--- src/rtl/rv_pkg.sv ---
// Shared definitions for the writeback path: load funct3 encodings,
// data width, and the small records passed between selection and buffer.
package rv_pkg;

    localparam int XLEN = 32;

    localparam logic [2:0] F3_LB  = 3'b000;
    localparam logic [2:0] F3_LH  = 3'b001;
    localparam logic [2:0] F3_LW  = 3'b010;
    localparam logic [2:0] F3_LBU = 3'b100;
    localparam logic [2:0] F3_LHU = 3'b101;

    // Which channel owns the register file write port this cycle.
    typedef enum logic [1:0] {
        SRC_NONE = 2'd0,
        SRC_LD   = 2'd1,
        SRC_BUF  = 2'd2,
        SRC_ALU  = 2'd3
    } src_e;

    // A pending register file write: destination and value.
    typedef struct packed {
        logic [4:0]      rd;
        logic [XLEN-1:0] data;
    } wb_entry_t;

endpackage

--- src/rtl/load_align.sv ---
// Combinational load data formatter: picks the addressed byte or halfword
// out of the raw memory word and sign- or zero-extends it. Unsupported
// funct3 values pass the raw word through and raise err.
module load_align
    import rv_pkg::*;
(
    input  logic [2:0]      funct3,
    input  logic [1:0]      addr_lo,
    input  logic [XLEN-1:0] rdata,
    output logic [XLEN-1:0] data,
    output logic            err
);

    logic [7:0]  byte_sel;
    logic [15:0] half_sel;

    // Select the addressed byte lane and halfword lane.
    always_comb begin
        case (addr_lo)
            2'd0:    byte_sel = rdata[7:0];
            2'd1:    byte_sel = rdata[15:8];
            2'd2:    byte_sel = rdata[23:16];
            default: byte_sel = rdata[31:24];
        endcase
        half_sel = addr_lo[1] ? rdata[31:16] : rdata[15:0];
    end

    // Extend the selected lane according to the load type.
    // NOTE: every output gets a default before the case so no path leaves
    // it unassigned, which would otherwise infer a latch.
    always_comb begin
        data = rdata;
        err  = 1'b0;
        case (funct3)
            F3_LB:   data = {{24{byte_sel[7]}}, byte_sel};
            F3_LBU:  data = {24'd0, byte_sel};
            F3_LH:   data = {{16{half_sel[15]}}, half_sel};
            F3_LHU:  data = {16'd0, half_sel};
            F3_LW:   data = rdata;
            default: err  = 1'b1;
        endcase
    end

endmodule

--- src/rtl/wb_unit.sv ---
// Writeback unit: merges ALU results and load responses onto the single
// register file write port. Loads always win; an ALU result that collides
// with a load is parked in a one-entry buffer and written on the next
// load-free cycle. All write-port outputs are registered.
module wb_unit
    import rv_pkg::*;
#(
    parameter int XLEN = rv_pkg::XLEN
) (
    input  logic            clk,
    input  logic            rst_n,
    input  logic            alu_valid,
    output logic            alu_ready,
    input  logic [4:0]      alu_rd,
    input  logic [XLEN-1:0] alu_data,
    input  logic            ld_valid,
    output logic            ld_ready,
    input  logic [4:0]      ld_rd,
    input  logic [2:0]      ld_funct3,
    input  logic [1:0]      ld_addr_lo,
    input  logic [XLEN-1:0] ld_rdata,
    output logic            wb_en,
    output logic [4:0]      rd_index,
    output logic [XLEN-1:0] wb_data,
    output logic            ld_err
);

    logic            buf_valid;
    wb_entry_t       buf_q;
    logic            buf_valid_d;
    wb_entry_t       buf_d;
    src_e            src;
    wb_entry_t       sel;
    logic            wr_go;
    logic            alu_fire;
    logic [XLEN-1:0] ld_data;
    logic            ld_bad;

    assign alu_ready = !buf_valid;
    assign ld_ready  = 1'b1;
    assign alu_fire  = alu_valid && alu_ready;

    load_align u_load_align (
        .funct3  (ld_funct3),
        .addr_lo (ld_addr_lo),
        .rdata   (ld_rdata),
        .data    (ld_data),
        .err     (ld_bad)
    );

    // Pick the writer for this cycle (load > buffer > ALU) and work out the
    // buffer's next contents.
    always_comb begin
        src         = SRC_NONE;
        sel         = '0;
        buf_valid_d = buf_valid;
        buf_d       = buf_q;
        if (ld_valid) begin
            src      = SRC_LD;
            sel.rd   = ld_rd;
            sel.data = ld_data;
            if (alu_fire) begin
                buf_valid_d = 1'b1;
                buf_d.rd    = alu_rd;
                buf_d.data  = alu_data;
            end
        end else if (buf_valid) begin
            src         = SRC_BUF;
            sel         = buf_q;
            buf_valid_d = 1'b0;
        end else if (alu_fire) begin
            src      = SRC_ALU;
            sel.rd   = alu_rd;
            sel.data = alu_data;
        end
    end

    // x0 writes are consumed but never reach the register file.
    assign wr_go = (src != SRC_NONE) && (sel.rd != 5'd0);

    // Buffer occupancy; reset drops any parked result.
    // NOTE: sequential state uses non-blocking assignments so every
    // register samples the pre-edge values, independent of block order.
    always_ff @(posedge clk or negedge rst_n) begin
        if (!rst_n) begin
            buf_valid <= 1'b0;
        end else begin
            buf_valid <= buf_valid_d;
        end
    end

    // Buffer payload, loaded only when an ALU result is parked.
    // NOTE: the payload is not reset; it is meaningless while buf_valid is
    // low, so a reset here would only add routing for no functional gain.
    always_ff @(posedge clk) begin
        if (ld_valid && alu_fire) begin
            buf_q <= buf_d;
        end
    end

    // Registered write port; index and data hold between writes.
    always_ff @(posedge clk or negedge rst_n) begin
        if (!rst_n) begin
            wb_en    <= 1'b0;
            ld_err   <= 1'b0;
            rd_index <= 5'd0;
            wb_data  <= '0;
        end else begin
            wb_en  <= wr_go;
            ld_err <= wr_go && (src == SRC_LD) && ld_bad;
            if (wr_go) begin
                rd_index <= sel.rd;
                wb_data  <= sel.data;
            end
        end
    end

endmodule

--- config.mk ---
export PLATFORM = sky130hd
export DESIGN_NAME = wb_unit
export DESIGN_NICKNAME = d
export VERILOG_FILES = /design/src/rtl/rv_pkg.sv /design/src/rtl/load_align.sv /design/src/rtl/wb_unit.sv
export SDC_FILE = /design/constraint.sdc
export NUM_CORES = 1
export LEC_CHECK = 0
export ABC_AREA = 1
export CORE_MARGIN = 2
export CORE_UTILIZATION = 50
export DETAILED_ROUTE_END_ITERATION = 10
export PLACE_DENSITY = 0.8
export SETUP_SLACK_MARGIN = 0.05
export SYNTH_ARGS = -nofsm -noshare
export SYNTH_HDL_FRONTEND = slang
export SYNTH_HIERARCHICAL = 1
export SYNTH_SLANG_ARGS = --single-unit
export TNS_END_PERCENT = 1
--- constraint.sdc ---
create_clock -name clk -period 9.4 [get_ports clk]
set_input_delay 1.88 -clock clk [delete_from_list [all_inputs] [get_ports clk]]
set_output_delay 1.88 -clock clk [all_outputs]
set_load 0.02 [all_outputs]
-- Word level (Yosys, flattened, before mapping)
Index checks and enable logic that the tools add are counted.
- bits of input ports: 83
- output and inout port bits: 41
- bits in registers: 77
- word-level logic and storage cells: 39
- reductions and logical operators: 12
- equal/unequal tests: 8
- muxes and demuxes: 12
- operator list (cell ; number):
    case mux 32 bit (4 select lines) ; 1
    2-to-1 mux 37 bit ; 3
    case mux 8 bit (3 select lines) ; 1
    2-to-1 mux 16 bit ; 1
    equality test 3 bit (second input constant) ; 2
    2-to-1 mux 2 bit ; 3
    logical AND 1 bit ; 5
    nonzero test 5 bit ; 1
    OR reduction 5 bit ; 1
    equality test 2 x 1 -> 1 bit (second input constant) ; 2
    equality test 3 x 1 -> 1 bit (second input constant) ; 1
    equality test 3 x 2 -> 1 bit (second input constant) ; 1
    logical NOT 3 bit ; 1
    2-to-1 mux 1 bit ; 3
    AND reduction 3 bit ; 1
    equality test 2 bit (second input constant) ; 1
    logical NOT 2 bit ; 1
    != test 2 x 1 -> 1 bit (second input constant) ; 1
    nonzero test 2 bit ; 1
    logical NOT 1 bit ; 1

-- Longest topological paths before layout
- depth in word-level cells: 9
- mapped depth: 11

-- Modules after synthesis
The synthesis kept the hierarchy.
- by module, submodules not included (module ; cells each ; seq. area each (sq um) ; area each (sq um) ; times used):
    wb_unit ; 381 ; 2112.0 ; 3882.5 ; 1
    load_align ; 195 ; 0.0 ; 1077.3 ; 1

-- Worst setup path after synthesis
No wires, ideal clock.
- kind: input port to flip-flop
- from: in ld_valid
- to: reg buf_q[0] (netlist name) (enable)
- slack: 4.129 ns
- required time: 8.923 ns
- buffers on the path: 2
- setup time: 0.477 ns
- stages: 4
- arrival time: 4.794 ns
- path through: inv_2 > buf_6 > clkbuf_1 > nor3_1
- word-level cells in the longest chain between the ends: 2
- RTL lines (item ; RTL line ; source):
    from (decl) ; wb_unit.sv:16 ; input logic ld_valid,
    logical AND 1 bit ; wb_unit.sv:96 ; if (ld_valid && alu_fire) begin
    AND reduction 3 bit (no line) * ; n/a ;
    to (signal assigned) ; wb_unit.sv:97 ; buf_q <= buf_d;
    to (decl) ; wb_unit.sv:29 ; wb_entry_t buf_q;
Every way passes the cells marked *; elsewhere a longest branch is shown, timed or not.
A chain may end at the register's enable or synchronous reset.

-- Worst setup path after layout
- from: in ld_valid
- to: reg wb_data[0]
- word-level cells in the longest chain between the ends: 3
- RTL lines (item ; RTL line ; source):
    2-to-1 mux 37 bit or 2-to-1 mux 2 bit (tied branches) ; wb_unit.sv:58 ; if (ld_valid) begin
    nonzero test 5 bit or nonzero test 2 bit (tied branches) ; wb_unit.sv:79 ; assign wr_go = (src != SRC_NONE) && (sel.rd != 5'd0);
    logical AND 1 bit ; wb_unit.sv:79 ;
    to (signal assigned) ; wb_unit.sv:113 ; wb_data <= sel.data;
    to (decl) ; wb_unit.sv:24 ; output logic [XLEN-1:0] wb_data,
Several ways; a longest one is shown, not always the timed one.

==> impl_summary.log <==
[metrics] cell at the root of the clock tree: clkbuf_8
[metrics] die area: 10700 um2
[metrics] first-pass GRT wire length: 22.2 mm
[metrics] endpoint kind of the worst setup timing path: register
[metrics] path class of the lowest-slack min-delay path: register to register
[metrics] instance count after placement with tap cells included: 796
[metrics] Clock Skew: 14.1 ps
[metrics] effective utilization at floorplan: 0.512
[metrics] Synthesis Warnings: 6
[metrics] Peak supply drop: 0.0000734 V
[metrics] data arrival at the endpoint of the critical path: 4770 ps
[metrics] first drt pass iteration count: 5
[metrics] f_max: 224 MHz
[metrics] average footprint of a synthesized cell: 8.61 um2
[metrics] vias after detailed routing: 4468
[metrics] most frequent cells in the layout: nand2_1, clkdlybuf4s50_1, nand3_1, o21ai_0, dfrtp_1
[metrics] nets@finish: 757
[metrics] antenna-violating nets left: 0
[metrics] Die Ht: 104 um
[metrics] most frequent standard cell in the layout excluding fill and tap cells: nand2_1
[metrics] post-detailed-placement half-perimeter wirelength: 9.74 mm
[metrics] Post-Syn Instances: 576
[metrics] vias per cell: 5.50
[metrics] Synth Register Bits: 77
[metrics] setup TNS after final layout: 0 ps
[metrics] H-tree levels: 3
[metrics] max-cap viol count: 0
[metrics] max_slew headroom: 0.411
[metrics] DRC violation count after routing: 0
[metrics] TritonCTS clock tree: yes
[metrics] data required time of the worst path: 9690 ps
[metrics] maximum clock insertion buffer count: 2
[metrics] pin count of the biggest net entering global routing: 41
[metrics] transition time of the tightest slew-check pin: 883 ps
[metrics] fraction of final layout cells with drive strength greater than 1: 0.175
[metrics] post-route clock period utilization: 0.476
[metrics] residual overflow from global routing: 0
[metrics] sequential area share after synthesis: 0.426
[metrics] Synthesized Nets: 659
[metrics] fin. max-slew vios: 0
[metrics] via count of the first global-routing pass: 4477
[metrics] number of clock buffers inserted by TritonCTS: 9
[metrics] first-iteration detailed-routing DRC count: 306
[metrics] PortBufs: 122
[metrics] R2R cell count: 10
[metrics] total length of routed wires: 13.6 mm
[metrics] Clock Latency Late Sink: 360 ps
[metrics] final routed wire length divided by cell count: 16.7 um
[metrics] Worst setup SP type: input port
[metrics] antenna diode count: 0
[metrics] worst-case hold slack: 476 ps
[metrics] std cell rows: 36
[metrics] Sink Count: 77
[metrics] number of stages on the worst hold path: 2
[metrics] outcome: completed
[metrics] Post-CTS Hold Fix Bufs: 0
[metrics] leakage power total: 2.69 nW
[metrics] area of the core region: 9680 um2
[metrics] number of antenna violations at the first check in global routing: 0
[metrics] Cell variety after synth: 33
[metrics] global-route usage over all layers: 0.256
[metrics] Post-CTS Resized: 0
[metrics] Critical Setup Path Class: input port to register
[metrics] overall power consumption: 0.910 mW
[metrics] Setup Fix Bufs, Post-CTS: 0
[metrics] Worst-path clk slew: 90 ps
[metrics] hold violation count in the final report: 0
[metrics] number of standard cells in the layout, taps in and fillers out: 812
[metrics] Power Dens Cells: 145 nW/um2
[metrics] final setup violation count: 0
[metrics] x dimension of the die: 104 um
[metrics] final critical-path required period: 4470 ps
[metrics] area added between synthesis and finish: 26.2%
[metrics] cell area after technology mapping: 4960 um2
[metrics] # IOs: 124
[metrics] CP Max Fanout: 39
[metrics] RD Place Congestion: 0.914
[metrics] RSZ-0062 raised after global routing: false
[per-layer routing]
layer,wire length (um),vias to the layer above,share of wire,global-route usage
met3,911,29,0.067,0.0453
met5,0,-,0,0
li1,-,2131,-,-
met4,300,0,0.022,0.0956
met2,6850,178,0.50,0.440
met1,5500,2130,0.41,0.325
[cells in the mapped netlist, drive strengths merged]
| cell | instances | area [um2] |
|---|---|---|
| nand3 | 80 | 593 |
| dfrtp | 40 | 1000 |
| inv | 15 | 58.8 |
| a21oi | 38 | 190 |
| o211ai | 5 | 37.5 |
| conb | 1 | 3.75 |
| nor2 | 33 | 178 |
| buf | 34 | 308 |
| nor3 | 1 | 5.00 |
| o21ai | 45 | 225 |
| edfxtp | 37 | 1110 |
| or2 | 6 | 47.6 |
| nand2 | 202 | 821 |
| clkinv | 1 | 5.00 |
| clkbuf | 6 | 22.5 |
| o21bai | 32 | 353 |
[where the power goes]
part / internal, mW / leakage, nW / total (mW) / switching, mW
sequential: 0.380 / 0.817 / 0.397 / 0.0168
combinational: 0.110 / 1.77 / 0.250 / 0.140
clock: 0.127 / 0.103 / 0.263 / 0.136
[kinds of logic (layout without fill, tap and decap cells)]
| kind of cell | count (synthesis) | after routing | share of synthesized area |
|---|---|---|---|
| other cells | 1 | 1 | 0.000756 |
| buf+inv | 56 | 159 | 0.0795 |
| flops | 77 | 77 | 0.426 |
| simple gates | 322 | 322 | 0.331 |
| compound gates | 120 | 120 | 0.162 |
[worst paths after layout]
kind | from | endpoint | slack (ps)
min reg2reg | rd_index[0]$_DFFE_PN0P_ | rd_index[0]$_DFFE_PN0P_ | 480
min | rd_index[0]$_DFFE_PN0P_ | rd_index[0]$_DFFE_PN0P_ | 480
max | ld_valid | wb_data[0]$_DFFE_PN0P_ | 4930
max reg2reg | buf_valid$_DFFE_PN0P_ | wb_data[0]$_DFFE_PN0P_ | 6690
max in group asynchronous | rst_n | wb_data[13]$_DFFE_PN0P_ | 7200
min in group asynchronous | rst_n | rd_index[1]$_DFFE_PN0P_ | 1630
[per-stage QoR]
stage | util | worst slack [ps] | instance area (um2)
floorplan | - | 4130 | 4960
global placement | 0.625 | 4760 | 6050
detailed placement | 0.625 | 4580 | 6050
CTS | 0.646 | 4950 | 6260
global route | 0.646 | 4690 | 6260
finish | 0.646 | 4930 | 6260
[critical path, stage by stage]
cell and delay [ps]:
clkdlybuf4s50_1 460, buf_4 390, inv_2 370, or2_0 320, nand2_2 100, nand2_4 310, inv_2 630, nand3_1 180
nand2_1 110
[flip-flops by register name (all words and copies together) (netlist names)]
signal     flops
buf_valid      1
rd_index       5
buf_q         37
wb_en          1
wb_data       32
ld_err         1
[layout make-up]
| cell class | instances | area [um2] |
|---|---|---|
| multi-input combinational | 443 | 2460 |
| sequential | 77 | 2110 |
| fill | 822 | 3430 |
| timing repair buffer | 127 | 1250 |
| clock inverter | 7 | 80.1 |
| inverter | 16 | 63.8 |
| tap | 133 | 166 |
| clock buffer | 9 | 124 |
(Power assumes the default switching activity.)
